## src/rtl/audio_sample_sink.sv

```systemverilog
// audio_sample_sink: memory-mapped multi-channel PCM sink for the picorv32
// look-ahead bus. Firmware pushes samples into per-channel FIFOs and a pacer
// pops one aligned frame every CLKS_PER_SAMPLE cycles toward the DAC side.
// Optional feature macro: AUDIO_SINK_IRQ_EN (low-watermark interrupt); when it
// is undefined irq is tied low and no watermark logic is built.
module audio_sample_sink #(
  parameter int          NUM_CH          = 2,
  parameter int          SAMPLE_W        = 16,
  parameter int          DEPTH           = 16,
  parameter int          CLKS_PER_SAMPLE = 680,
  parameter logic [31:0] BASE_ADDR       = 32'h1000_0000
) (
  input  logic                         clk,
  input  logic                         resetn,
  input  logic [31:0]                  bus_addr,
  input  logic                         bus_read,
  input  logic                         bus_write,
  input  logic [31:0]                  bus_wdata,
  output logic [31:0]                  bus_rdata,
  output logic                         out_valid,
  output logic [NUM_CH*SAMPLE_W-1:0]   out_samples,
  output logic                         out_underflow,
  output logic                         irq
);

  localparam int PW = $clog2(DEPTH);
  localparam int LW = $clog2(DEPTH) + 1;
  localparam int CW = $clog2(CLKS_PER_SAMPLE);
  localparam logic [CW-1:0] RELOAD     = CW'(CLKS_PER_SAMPLE - 1);
  localparam logic [LW-1:0] FULL_LEVEL = LW'(DEPTH);

  // Bus decode
  logic       sel;
  logic [7:0] offset;
  logic       wr_status;
  logic       wr_ctrl;
  logic       flush;
  logic [NUM_CH-1:0] push_req;

  // FIFO storage and bookkeeping
  logic [SAMPLE_W-1:0] mem [NUM_CH][DEPTH];
  logic [PW-1:0]       wr_ptr [NUM_CH];
  logic [PW-1:0]       rd_ptr [NUM_CH];
  logic [LW-1:0]       level  [NUM_CH];
  logic [NUM_CH-1:0]   full;
  logic [NUM_CH-1:0]   accept;
  logic [NUM_CH-1:0]   overflow_hit;
  logic                all_nonempty;
  logic [LW-1:0]       min_level;
  logic [NUM_CH*SAMPLE_W-1:0] frame;

  // Control, pacer and statistics
  logic              enable;
  logic [CW-1:0]     pace_cnt;
  logic              tick;
  logic              pop;
  logic              underrun;
  logic [15:0]       uf_count;
  logic [NUM_CH-1:0] ovf;
  logic [7:0]        ovf8;
  logic [31:0]       rd_mux;
  logic              unused_wdata;

  assign sel       = (bus_addr[31:8] == BASE_ADDR[31:8]);
  assign offset    = bus_addr[7:0];
  assign wr_status = bus_write && sel && (offset == 8'h00);
  assign wr_ctrl   = bus_write && sel && (offset == 8'h04);
  assign flush     = wr_ctrl && bus_wdata[1];
  assign unused_wdata = ^bus_wdata;

  // Each channel's DATA register sits at 0x10 + 0x10*c
  always_comb begin
    push_req = '0;
    for (int c = 0; c < NUM_CH; c++) begin
      push_req[c] = bus_write && sel && (offset == 8'((c + 1) * 16));
    end
  end

  // Per-channel fill state, minimum level and the frame at the FIFO heads
  always_comb begin
    all_nonempty = 1'b1;
    min_level    = level[0];
    full         = '0;
    frame        = '0;
    for (int c = 0; c < NUM_CH; c++) begin
      if (level[c] == '0) all_nonempty = 1'b0;
      if (level[c] < min_level) min_level = level[c];
      full[c] = (level[c] == FULL_LEVEL);
      frame[c*SAMPLE_W +: SAMPLE_W] = mem[c][rd_ptr[c]];
    end
  end

  // A flush on the tick cycle suppresses the pop so channels stay aligned
  assign tick         = enable && (pace_cnt == '0);
  assign pop          = tick && all_nonempty && !flush;
  assign underrun     = tick && !pop;
  assign accept       = push_req & (~full | {NUM_CH{pop}});
  assign overflow_hit = push_req & full & ~{NUM_CH{pop}};

  // Sample storage write port; contents need no reset
  always_ff @(posedge clk) begin
    for (int c = 0; c < NUM_CH; c++) begin
      if (accept[c]) mem[c][wr_ptr[c]] <= bus_wdata[SAMPLE_W-1:0];
    end
  end

  // Pointer and level tracking; a flush empties every channel at once
  always_ff @(posedge clk or negedge resetn) begin
    if (!resetn) begin
      for (int c = 0; c < NUM_CH; c++) begin
        wr_ptr[c] <= '0;
        rd_ptr[c] <= '0;
        level[c]  <= '0;
      end
    end else if (flush) begin
      for (int c = 0; c < NUM_CH; c++) begin
        wr_ptr[c] <= '0;
        rd_ptr[c] <= '0;
        level[c]  <= '0;
      end
    end else begin
      for (int c = 0; c < NUM_CH; c++) begin
        if (accept[c]) wr_ptr[c] <= wr_ptr[c] + PW'(1);
        if (pop)       rd_ptr[c] <= rd_ptr[c] + PW'(1);
        case ({accept[c], pop})
          2'b10:   level[c] <= level[c] + LW'(1);
          2'b01:   level[c] <= level[c] - LW'(1);
          default: level[c] <= level[c];
        endcase
      end
    end
  end

  // Enable bit; flush is a strobe and is never stored
  always_ff @(posedge clk or negedge resetn) begin
    if (!resetn)      enable <= 1'b0;
    else if (wr_ctrl) enable <= bus_wdata[0];
  end

  // Pacer down-counter parked at reload while disabled
  always_ff @(posedge clk or negedge resetn) begin
    if (!resetn)               pace_cnt <= RELOAD;
    else if (!enable)          pace_cnt <= RELOAD;
    else if (pace_cnt == '0)   pace_cnt <= RELOAD;
    else                       pace_cnt <= pace_cnt - CW'(1);
  end

  // Underflow counter and sticky overflow bits; a STATUS write clears both
  always_ff @(posedge clk or negedge resetn) begin
    if (!resetn) begin
      uf_count <= '0;
      ovf      <= '0;
    end else if (wr_status) begin
      uf_count <= '0;
      ovf      <= '0;
    end else begin
      if (underrun && (uf_count != 16'hFFFF)) uf_count <= uf_count + 16'd1;
      ovf <= ovf | overflow_hit;
    end
  end

  // Output frame register; a repeat frame keeps the previous samples
  always_ff @(posedge clk or negedge resetn) begin
    if (!resetn) begin
      out_valid     <= 1'b0;
      out_underflow <= 1'b0;
      out_samples   <= '0;
    end else begin
      out_valid     <= tick;
      out_underflow <= underrun;
      if (pop) out_samples <= frame;
    end
  end

  // Register read multiplexer
  always_comb begin
    ovf8   = '0;
    rd_mux = '0;
    for (int c = 0; c < NUM_CH; c++) ovf8[c] = ovf[c];
    case (offset)
      8'h00:   rd_mux = {uf_count, ovf8, 8'(min_level)};
      8'h04:   rd_mux = {31'd0, enable};
      default: rd_mux = '0;
    endcase
  end

  // Registered read data, held between reads
  always_ff @(posedge clk or negedge resetn) begin
    if (!resetn)               bus_rdata <= '0;
    else if (bus_read && sel)  bus_rdata <= rd_mux;
  end

`ifdef AUDIO_SINK_IRQ_EN
  // Low-watermark interrupt while running with the emptiest FIFO at half or below
  always_ff @(posedge clk or negedge resetn) begin
    if (!resetn) irq <= 1'b0;
    else         irq <= enable && (min_level <= LW'(DEPTH / 2));
  end
`else
  assign irq = 1'b0;
`endif

endmodule
```

## config.mk

```make
export PLATFORM = sky130hd
export DESIGN_NAME = audio_sample_sink
export DESIGN_NICKNAME = d
export VERILOG_FILES = /design/src/rtl/audio_sample_sink.sv
export SDC_FILE = /design/constraint.sdc
export NUM_CORES = 1
export LEC_CHECK = 0
export CAP_MARGIN = 40
export CORE_MARGIN = 1.5
export CORE_UTILIZATION = 42
export CTS_BUF_LIST = sky130_fd_sc_hd__clkbuf_4 sky130_fd_sc_hd__clkbuf_8 sky130_fd_sc_hd__clkbuf_16
export DETAILED_ROUTE_END_ITERATION = 7
export GPL_TIMING_DRIVEN = 0
export PLACE_DENSITY_LB_ADDON = 0.1
export SLEW_MARGIN = 25
export SYNTH_ARGS = -nofsm -noshare
export SYNTH_HDL_FRONTEND = slang
export SYNTH_SLANG_ARGS = --single-unit
```

## constraint.sdc

```tcl
create_clock -name clk -period 5.1 [get_ports clk]
set_clock_uncertainty 0.05 [all_clocks]
set_input_delay 1.02 -clock clk [delete_from_list [all_inputs] [get_ports clk]]
set_output_delay 1.02 -clock clk [all_outputs]
set_load 0.02 [all_outputs]
```

Word level (Yosys, flattened, before mapping)

Memories as Yosys holds them, arrays and structs flattened.
Cells that the tools add are included.

Memories kept: 1
Output and inout port bits: 67
Register bits after elaboration: 121
Logic and storage cells: 116
Input port bits: 68
Memory bits (writable): 512

Eq/ne operators: 11
Multiplexer cells: 35
Reductions and logical operators: 27
$add $sub $neg: 10
$lt $le $gt $ge: 7
Bitwise gates (word level): 11

Memories:

| memory | depth | bits a word | read ports | clocked after Yosys merged registers in | write ports | RTL line | text |
|---|---|---|---|---|---|---|---|
| mem    | 2     | 256         | 2          | 0                                       | 1           | 41       | `logic [SAMPLE_W-1:0] mem [NUM_CH][DEPTH];` |

Operators with widths:

| kind                                                | number |
|---|---|
| two-way mux 256 bit                                 | 4 |
| OR reduction 256 bit                                | 1 |
| binary-select mux 16 bit (select 4 bit)             | 2 |
| demux 16 bit (select 4 bit)                         | 2 |
| two-way mux 16 bit                                  | 8 |
| one-hot mux 32 bit (2 select lines)                 | 1 |
| two-way mux 10 bit                                  | 3 |
| == test 24 x 21 -> 1 bit (second input constant)    | 1 |
| >= comparator 5 bit (second input constant)         | 4 |
| inverter 4 -> 5 bit                                 | 4 |
| one-hot mux 5 bit (2 select lines)                  | 2 |
| adder 16 x 1 -> 16 bit (second input constant)      | 1 |
| adder 4 x 1 -> 4 bit (second input constant)        | 4 |
| two-way mux 4 bit                                   | 4 |
| two-way mux 8 bit                                   | 2 |
| inequality test 16 bit (second input constant)      | 1 |
| logical AND 1 bit                                   | 14 |
| adder 5 x 1 -> 5 bit (second input constant)        | 2 |
| == test 5 bit (second input constant)               | 2 |
| logical NOT 10 bit                                  | 1 |
| logical NOT 5 bit                                   | 2 |
| < comparator 5 x 1 -> 1 bit (second input constant) | 2 |
| subtractor 10 x 1 -> 10 bit (second input constant) | 1 |
| subtractor 5 x 1 -> 5 bit (second input constant)   | 2 |
| 16 further kinds                                    | 31 |

Depth between registers and ports, before layout

Gate-level depths: netlist of the first run.

Depth after elaboration: 12
Gate-level depth with buffers: 18
Gate-level depth less buffers: 16

Worst setup path before layout of the first run

No wires, ideal clock.

Path kind: input-to-reg
Start point: input port bus_addr[0]
End point: memory mem[0][384] in the netlist's numbering (enable)
Setup slack: 0.313 ns
Data required time: 4.620 ns
Setup time: 0.430 ns
Cell stages on the path: 6
Arrival time: 4.307 ns
Buffers on the path: 1
Cells stage by stage: or4_1 or3_1 nor4_4 nand3_1 clkbuf_1 nor4_1

Cells in the longest elaborated chain, start to end: 11
Elaborated cells on any way between the ends: 18
Classes of those cells: eq/ne: 3; mux: 6; bitwise: 2; reduce/logical: 7

Ends and longest elaborated chain:

| element                                                                   | RTL line | text |
|---|---|---|
| start, declared                                                           | 15       | `input logic [31:0] bus_addr,` |
| == test 8 x 3 -> 1 bit                                                    | 67       | `assign wr_ctrl = bus_write && sel && (offset == 8'h04);` |
| logical AND 1 bit                                                         | 67       |  |
| logical AND 1 bit                                                         | 68       | `assign flush = wr_ctrl && bus_wdata[1];` |
| logical NOT 1 bit                                                         | 95       | `assign pop = tick && all_nonempty && !flush;` |
| logical AND 1 bit                                                         | 95       |  |
| bitwise OR 2 bit                                                          | 97       | `assign accept = push_req & (~full \| {NUM_CH{pop}});` |
| bitwise AND 2 bit (*)                                                     | 97       |  |
| two-way mux 1 bit                                                         | 103      | `if (accept[c]) mem[c][wr_ptr[c]] <= bus_wdata[SAMPLE_W-1:0];` |
| two-way mux 256 bit (implied by the code)                                 | 103      |  |
| OR reduction 256 bit (no line)                                            | -        |  |
| two-way mux 1 bit (no line) / two-way mux 256 bit (equally long branches) | -        |  |
| end, declared                                                             | 41       |  |

Every way passes the cells marked *; elsewhere a longest branch is shown, timed or not.

Worst setup path in the final report of the first run

Start point: register pace_cnt[0]
End point: register level[9] in the netlist's numbering

Cells in the longest elaborated chain, start to end: 9
Elaborated cells on any way between the ends: 11
Classes of those cells: eq/ne: 2; mux: 2; bitwise: 2; reduce/logical: 5

Ends and longest elaborated chain:

| element                                                        | RTL line | text |
|---|---|---|
| start, declared                                                | 54       | `logic [CW-1:0] pace_cnt;` |
| start signal, assigned                                         | 145      | `else pace_cnt <= pace_cnt - CW'(1);` |
| logical NOT 10 bit (*)                                         | 94       | `assign tick = enable && (pace_cnt == '0);` |
| logical AND 1 bit (*)                                          | 94       |  |
| named net tick                                                 | 55       | `logic tick;` |
| logical AND 1 bit (*) (2 in a row)                             | 95       |  |
| bitwise OR 2 bit                                               | 97       |  |
| bitwise AND 2 bit                                              | 97       |  |
| == test 2 x 1 -> 1 bit / == test 2 bit (equally long branches) | 125      | `case ({accept[c], pop})` |
| one-hot mux 5 bit (2 select lines)                             | 125      |  |
| two-way mux 10 bit                                             | 115      | `end else if (flush) begin` |
| end signal, assigned by index                                  | 126      | `2'b10: level[c] <= level[c] + LW'(1);` |
| end signal, assigned by index                                  | 127      | `2'b01: level[c] <= level[c] - LW'(1);` |
| end signal, assigned by index                                  | 128      | `default: level[c] <= level[c];` |
| end, declared                                                  | 44       | `logic [LW-1:0] level [NUM_CH];` |

Mark *: on every way through the listed nets, which the timed path passes. The rest lies on a longest branch.
A chain may end at the register's enable or synchronous reset.

==> results of run 1 <==
## worst max-delay path: stages (launching register included)
cell and delay, ps:
dfstp_2 380, inv_1 90, ha_1 170, or4b_1 460, or4_1 400, buf_2 200
clkinv_4 110, nand2_1 320, nor2_4 690, buf_4 340, nand2_1 120, inv_1 110
ha_1 270, nor2b_1 140, o21ai_0 160, nand2b_1 120, a211oi_1 280, o21a_1 180
nor3_1 40
## power groups by stage
stage,logic (W),registers (W),clock network (W)
5_1_grt,0.000173,0.00551,0.00562
3_3_place_gp,0.000146,0.00563,0
4_1_cts,0.000160,0.00552,0.00541
6_report,0.000156,0.00552,0.00530
3_5_place_dp,0.000160,0.00562,0
2_1_floorplan,0.0000187,0.00562,0
## cell usage after synthesis (all sizes together), types with 15 or more instances
cell / n / area share
edfxtp: 512 / 0.61
mux4: 160 / 0.14
dfrtp: 106 / 0.11
nand2: 76 / 0.011
o21ai: 39 / 0.0077
mux2: 35 / 0.016
buf: 34 / 0.0078
clkbuf: 31 / 0.0046
nor2: 31 / 0.0050
a21oi: 30 / 0.0061
ha: 23 / 0.011
inv: 23 / 0.0034
nor3: 23 / 0.0048
nor4: 23 / 0.0066
and3: 18 / 0.0046
nand3: 15 / 0.0030
xnor2: 15 / 0.0052
## final cells by class
cell class	count	area, um2
fill	4788	28700
clock inverter	36	474
inverter	25	98.8
tap	773	967
buffer	65	327
sequential	624	18200
timing repair buffer	175	1650
multi-input combinational	613	6740
clock buffer	92	1970
## registers in the layout, indices dropped and copies added, names as in the netlist
register,flops
out_valid,1
uf_count,16
pace_cnt,10
out_underflow,1
out_samples,32
mem,512
bus_rdata,23
rd_ptr,8
enable,1
ovf,2
wr_ptr,8
level,10
## layout by cell type, fill, tap and decap left out, types with 7 or more instances in the layout
cell type        instances
a21oi_1                 29
buf_6                   20
nand2b_1                 7
clkdlybuf4s50_1         98
ha_1                    23
inv_1                   23
clkinv_2                11
buf_8                   13
and3_2                  12
bufinv_16               11
edfxtp_1               512
nand2_1                 76
buf_2                   44
nand4_1                 12
nand3_1                 15
conb_1                  10
nor4_1                  12
clkbuf_1                28
or4_1                    7
mux2i_1                  8
o21a_1                   8
nor2_1                  25
clkbuf_4                17
mux4_2                 160
o21ai_0                 38
buf_1                   10
dfrtp_1                106
clkbuf_16               72
clkinv_1                 9
buf_4                   23
or3_1                   10
xor2_1                   7
nor4_2                  10
mux2_2                  35
xnor2_1                 15
nor3_1                  21
## cells by family (layout without fill, tap and decap cells)
group,after synthesis,after routing
muxes,203,203
xor gates and xnor gates,22,22
buffers and inverters,90,393
and+or+nand+nor,254,254
DFF,624,624
adders and majority gates,25,25
other,1,10
AOI/OAI and AO/OA,99,99
## worst paths after layout
| kind | startpoint | endpoint | cells after the start | slack (ps) |
|---|---|---|---|---|
| min in group clk | pace_cnt[0]$_DFF_PN1_ | pace_cnt[0]$_DFF_PN1_ | 1 | 410 |
| setup reg to reg | pace_cnt[0]$_DFF_PN1_ | level[9]$_DFFE_PN0P_ | 18 | 350 |
| hold reg to reg | pace_cnt[0]$_DFF_PN1_ | pace_cnt[0]$_DFF_PN1_ | 1 | 410 |
| max in group asynchronous | resetn | pace_cnt[5]$_DFF_PN1_ | 2 | 3960 |
| setup / recovery | pace_cnt[0]$_DFF_PN1_ | level[9]$_DFFE_PN0P_ | 18 | 350 |
| hold / removal | resetn | out_samples[23]$_DFFE_PN0N_ | 1 | 250 |
## metrics by stage
stage	hold WS [ps]	setup WS, ps
after floorplan	379	313
after global placement	392	-3200
after detailed placement	394	-156
after CTS	233	356
after global routing	248	25.5
final	252	345
## per-layer routing
metal | wire length (um) | vias up | track usage
met5 | 9 | - | 0
met2 | 29100 | 381 | 0.324
met4 | 994 | 2 | 0.0560
met3 | 3470 | 73 | 0.0336
met1 | 27700 | 7130 | 0.300
li1 | - | 5848 | -
==> flow_summary.json, run 1 <==
{
  "postPlaceCellArea_um2": 27900,
  "routedWlPerCell_um": 25.5,
  "p_seq_frac": 0.503,
  "cts_sinks": 624,
  "power.switching_w": 0.00212,
  "fin_util": 0.514,
  "max_freq_mhz": 210,
  "wl_um": 61300,
  "core_area_um2": 59100,
  "cp.required_ps": 5530,
  "synth_compound_gate_area_share": 0.0246,
  "setup_tns_ps": 0,
  "dp_cells": 2273,
  "end_kind": "flop",
  "cts_buffers": 69,
  "drc": 15,
  "yosysWarnings": 0,
  "n_antenna_cell": 0,
  "ctsHoldBuffers": 0,
  "htreeDepth": 3,
  "grt_pass1_vias": 13745,
  "finalInstanceArea_um2": 30400,
  "dr.pass1.iters": 7,
  "yosys_register_bits": 624,
  "ios": 135,
  "netlist_area_um2": 25200,
  "p_clk_frac": 0.483,
  "start_util": 0.426,
  "grt_max_degree": 85,
  "hp-class": "in2async",
  "synth_area_per_cell_um2": 19.1,
  "finalPower_w": 0.0110,
  "maxSlewViolCount": 0,
  "synthAdderAreaFrac": 0.0130,
  "cts_max_path_buffers": 3,
  "clkLatencyLatePin_ps": 600,
  "power_leakage_nw": 10.7,
  "async_reset_ff_frac": 0.179,
  "hold_viol": 0,
  "stdcell_count": 2403,
  "drtIter0Drc": 1101,
  "relSlewSlack": 0.425,
  "overflow": 0,
  "placement.io_buffers": 108,
  "place_congestion": 0.804,
  "synth-xor-area-share": 0.00765,
  "final_antenna_net_count": 0,
  "area_growth_pct": 20.8,
  "vias": 13434,
  "drt-vias-per-instance": 5.59,
  "fin_crit_ps": 4750,
  "hpwl_um": 40700,
  "cts_tree": "built",
  "grtUsageTotal": 0.206,
  "rows": 89,
  "worstMarginPinSlew_ps": 862,
  "final_layout_size_suffix_gt1_frac": 0.289,
  "nets": 1666,
  "muxShareOfSynthArea": 0.162,
  "power.density_nw_per_um2": 361,
  "dieArea_um2": 61400,
  "synth_edf_count": 512,
  "clockRootBuffer": "clkbuf_16",
  "yosysSeqAreaShare": 0.722,
  "die_y_um": 248,
  "synthSimpleGateAreaFrac": 0.0542,
  "grt_pass1_wl_um": 91500,
  "rsz0062_at_grt": "false",
  "synthCells": 1318,
  "antenna_found_initial": 2,
  "clk_pin_slew_ps": 60,
  "cap_violations": 0,
  "p_int_w": 0.00885,
  "finalCritPeriodShare": 0.932,
  "cp_max_fo": 10,
  "cts_setup_buffers": 0,
  "status": "complete, but fails checks",
  "failed_checks": "design-rule violations",
  "ys.flop_type": "edfxtp_1",
  "start_kind": "flop",
  "power_frac_comb": 0.014,
  "synth_cell_type_count": 66,
  "arrival_ps": 5180,
  "setup-violations-final": 0,
  "criticalPathCategory": "reg2reg",
  "vdd_drop_max_mv": 0.266,
  "cts_resized": 0,
  "dieWidth_um": 248,
  "swShare": 0.193,
  "synth_top_family_by_area": "multiplexers"
}
No activity file was read; power rests on OpenSTA's default activity.
==> inputs of run 2 (changes only) <==
--- a/config.mk
+++ b/config.mk
@@ -6,12 +6,13 @@
 export NUM_CORES = 1
 export LEC_CHECK = 0
 export CAP_MARGIN = 40
-export CORE_MARGIN = 1.5
+export CORE_MARGIN = 2
 export CORE_UTILIZATION = 42
 export CTS_BUF_LIST = sky130_fd_sc_hd__clkbuf_4 sky130_fd_sc_hd__clkbuf_8 sky130_fd_sc_hd__clkbuf_16
 export DETAILED_ROUTE_END_ITERATION = 7
 export GPL_TIMING_DRIVEN = 0
 export PLACE_DENSITY_LB_ADDON = 0.1
+export SKIP_CTS_REPAIR_TIMING = 1
 export SLEW_MARGIN = 25
 export SYNTH_ARGS = -nofsm -noshare
 export SYNTH_HDL_FRONTEND = slang
==> flow_summary.json, run 2 (synthesized netlist as in run 1, its figures left out) <==
{
  "cp.required_ps": 5520,
  "setup-violations-final": 0,
  "maxSlewViolCount": 0,
  "n_antenna_cell": 0,
  "rows": 89,
  "relSlewSlack": 0.424,
  "arrival_ps": 5200,
  "final_common_cell": "edfxtp_1",
  "final_antenna_net_count": 0,
  "stdcell_count": 2407,
  "dp_cells": 2278,
  "finalCritPeriodShare": 0.938,
  "grtUsageTotal": 0.201,
  "drc": 0,
  "hpwl_um": 41400,
  "cts_buffers": 69,
  "largest_register_ffs": 512,
  "rsz0062_at_grt": "false",
  "dieArea_um2": 61900,
  "wl_um": 61100,
  "cap_violations": 0,
  "ios": 135,
  "htreeDepth": 3,
  "die_y_um": 249,
  "hold_viol": 0,
  "area_growth_pct": 20.1,
  "drt-vias-per-instance": 5.61,
  "layout_common_cells": "edfxtp_1, mux4_2, dfrtp_1",
  "power.density_nw_per_um2": 345,
  "clockRootBuffer": "clkbuf_16",
  "start_util": 0.426,
  "dieWidth_um": 249,
  "final_layout_size_suffix_gt1_frac": 0.283,
  "cp_max_fo": 10,
  "worstMarginPinSlew_ps": 864,
  "cts_tree": "built",
  "clk_pin_slew_ps": 60,
  "hp-class": "in2async",
  "max_freq_mhz": 209,
  "grt_pass1_wl_um": 91300,
  "criticalPathCategory": "reg2reg",
  "fin_crit_ps": 4780,
  "grt_pass1_vias": 13737,
  "placement.io_buffers": 108,
  "drtIter0Drc": 1269,
  "status": "finished clean",
  "start_kind": "flop",
  "dr.pass1.iters": 5,
  "cts_max_path_buffers": 3,
  "regArea_um2": 18200,
  "multiInputGateArea_um2": 6740,
  "overflow": 0,
  "cts_sinks": 624,
  "core_area_um2": 59100,
  "nets": 1672,
  "vdd_drop_max_mv": 0.228,
  "end_kind": "flop",
  "grt_max_degree": 64,
  "routedWlPerCell_um": 25.4,
  "power_leakage_nw": 10.6,
  "vias": 13509,
  "nFillCells": 4786,
  "clkLatencyLatePin_ps": 600,
  "place_congestion": 0.781,
  "setup_tns_ps": 0,
  "antenna_found_initial": 2
}
==> run 2: report_power, final <==
group	internal, W	switching [W]
Combinational	0.0000487	0.000109
Sequential	0.00552	0.0000000000176
Clock	0.00279	0.00196
Total	0.00835	0.00207
==> run 2: cell type report <==
class	instances	area share
clock buffer	99	0.0673
multi-input combinational	613	0.223
buffer	65	0.0107
clock inverter	27	0.00497
sequential	624	0.601
inverter	25	0.00327
timing repair buffer	181	0.0576
tap	773	0.0320
==> run 2: final timing paths <==
path                                        from                     endpoint  slack [ps]  cells after the start
min in group clk           pace_cnt[0]$_DFF_PN1_        pace_cnt[0]$_DFF_PN1_         420                      1
setup / recovery           pace_cnt[0]$_DFF_PN1_         level[9]$_DFFE_PN0P_         320                     18
hold reg to reg            pace_cnt[0]$_DFF_PN1_        pace_cnt[0]$_DFF_PN1_         420                      1
hold / removal                            resetn  out_samples[25]$_DFFE_PN0N_         320                      1
setup reg to reg           pace_cnt[0]$_DFF_PN1_         level[9]$_DFFE_PN0P_         320                     18
max in group asynchronous                 resetn        pace_cnt[0]$_DFF_PN1_        3910                      2
==> run 2: critical path, cell delays in order, from the launching register on <==
cell      delay (ps)
dfstp_2          380
inv_1             90
ha_1             170
or4b_1           460
or4_1            400
buf_2            200
clkinv_4          90
nand2_1          310
nor2_4           730
buf_4            340
nand2_1          130
inv_1            120
ha_1             270
nor2b_1          140
o21ai_0          150
nand2b_1         130
a211oi_1         250
o21a_1           180
nor3_1            40
==> run 2: stage by stage <==
stage	cell area (um2)	hold WS, ps	setup slack [ps]	util	total power [W]
finish	30200	324	318	0.511	0.0104
global route	30200	331	20.9	0.511	0.0108
CTS	30200	316	279	0.511	0.0106
detailed placement	28000	409	-314	0.474	0.00578
global placement	27300	394	-2960	0.461	0.00577
floorplan	25200	379	313	-	0.00564
==> run 2: routing by layer <==
metal	vias up	track usage	wire length, um
met3	84	0.0338	3540
li1	5854	-	-
met2	424	0.317	28900
met4	2	0.0604	1280
met5	-	0	13
met1	7145	0.290	27400
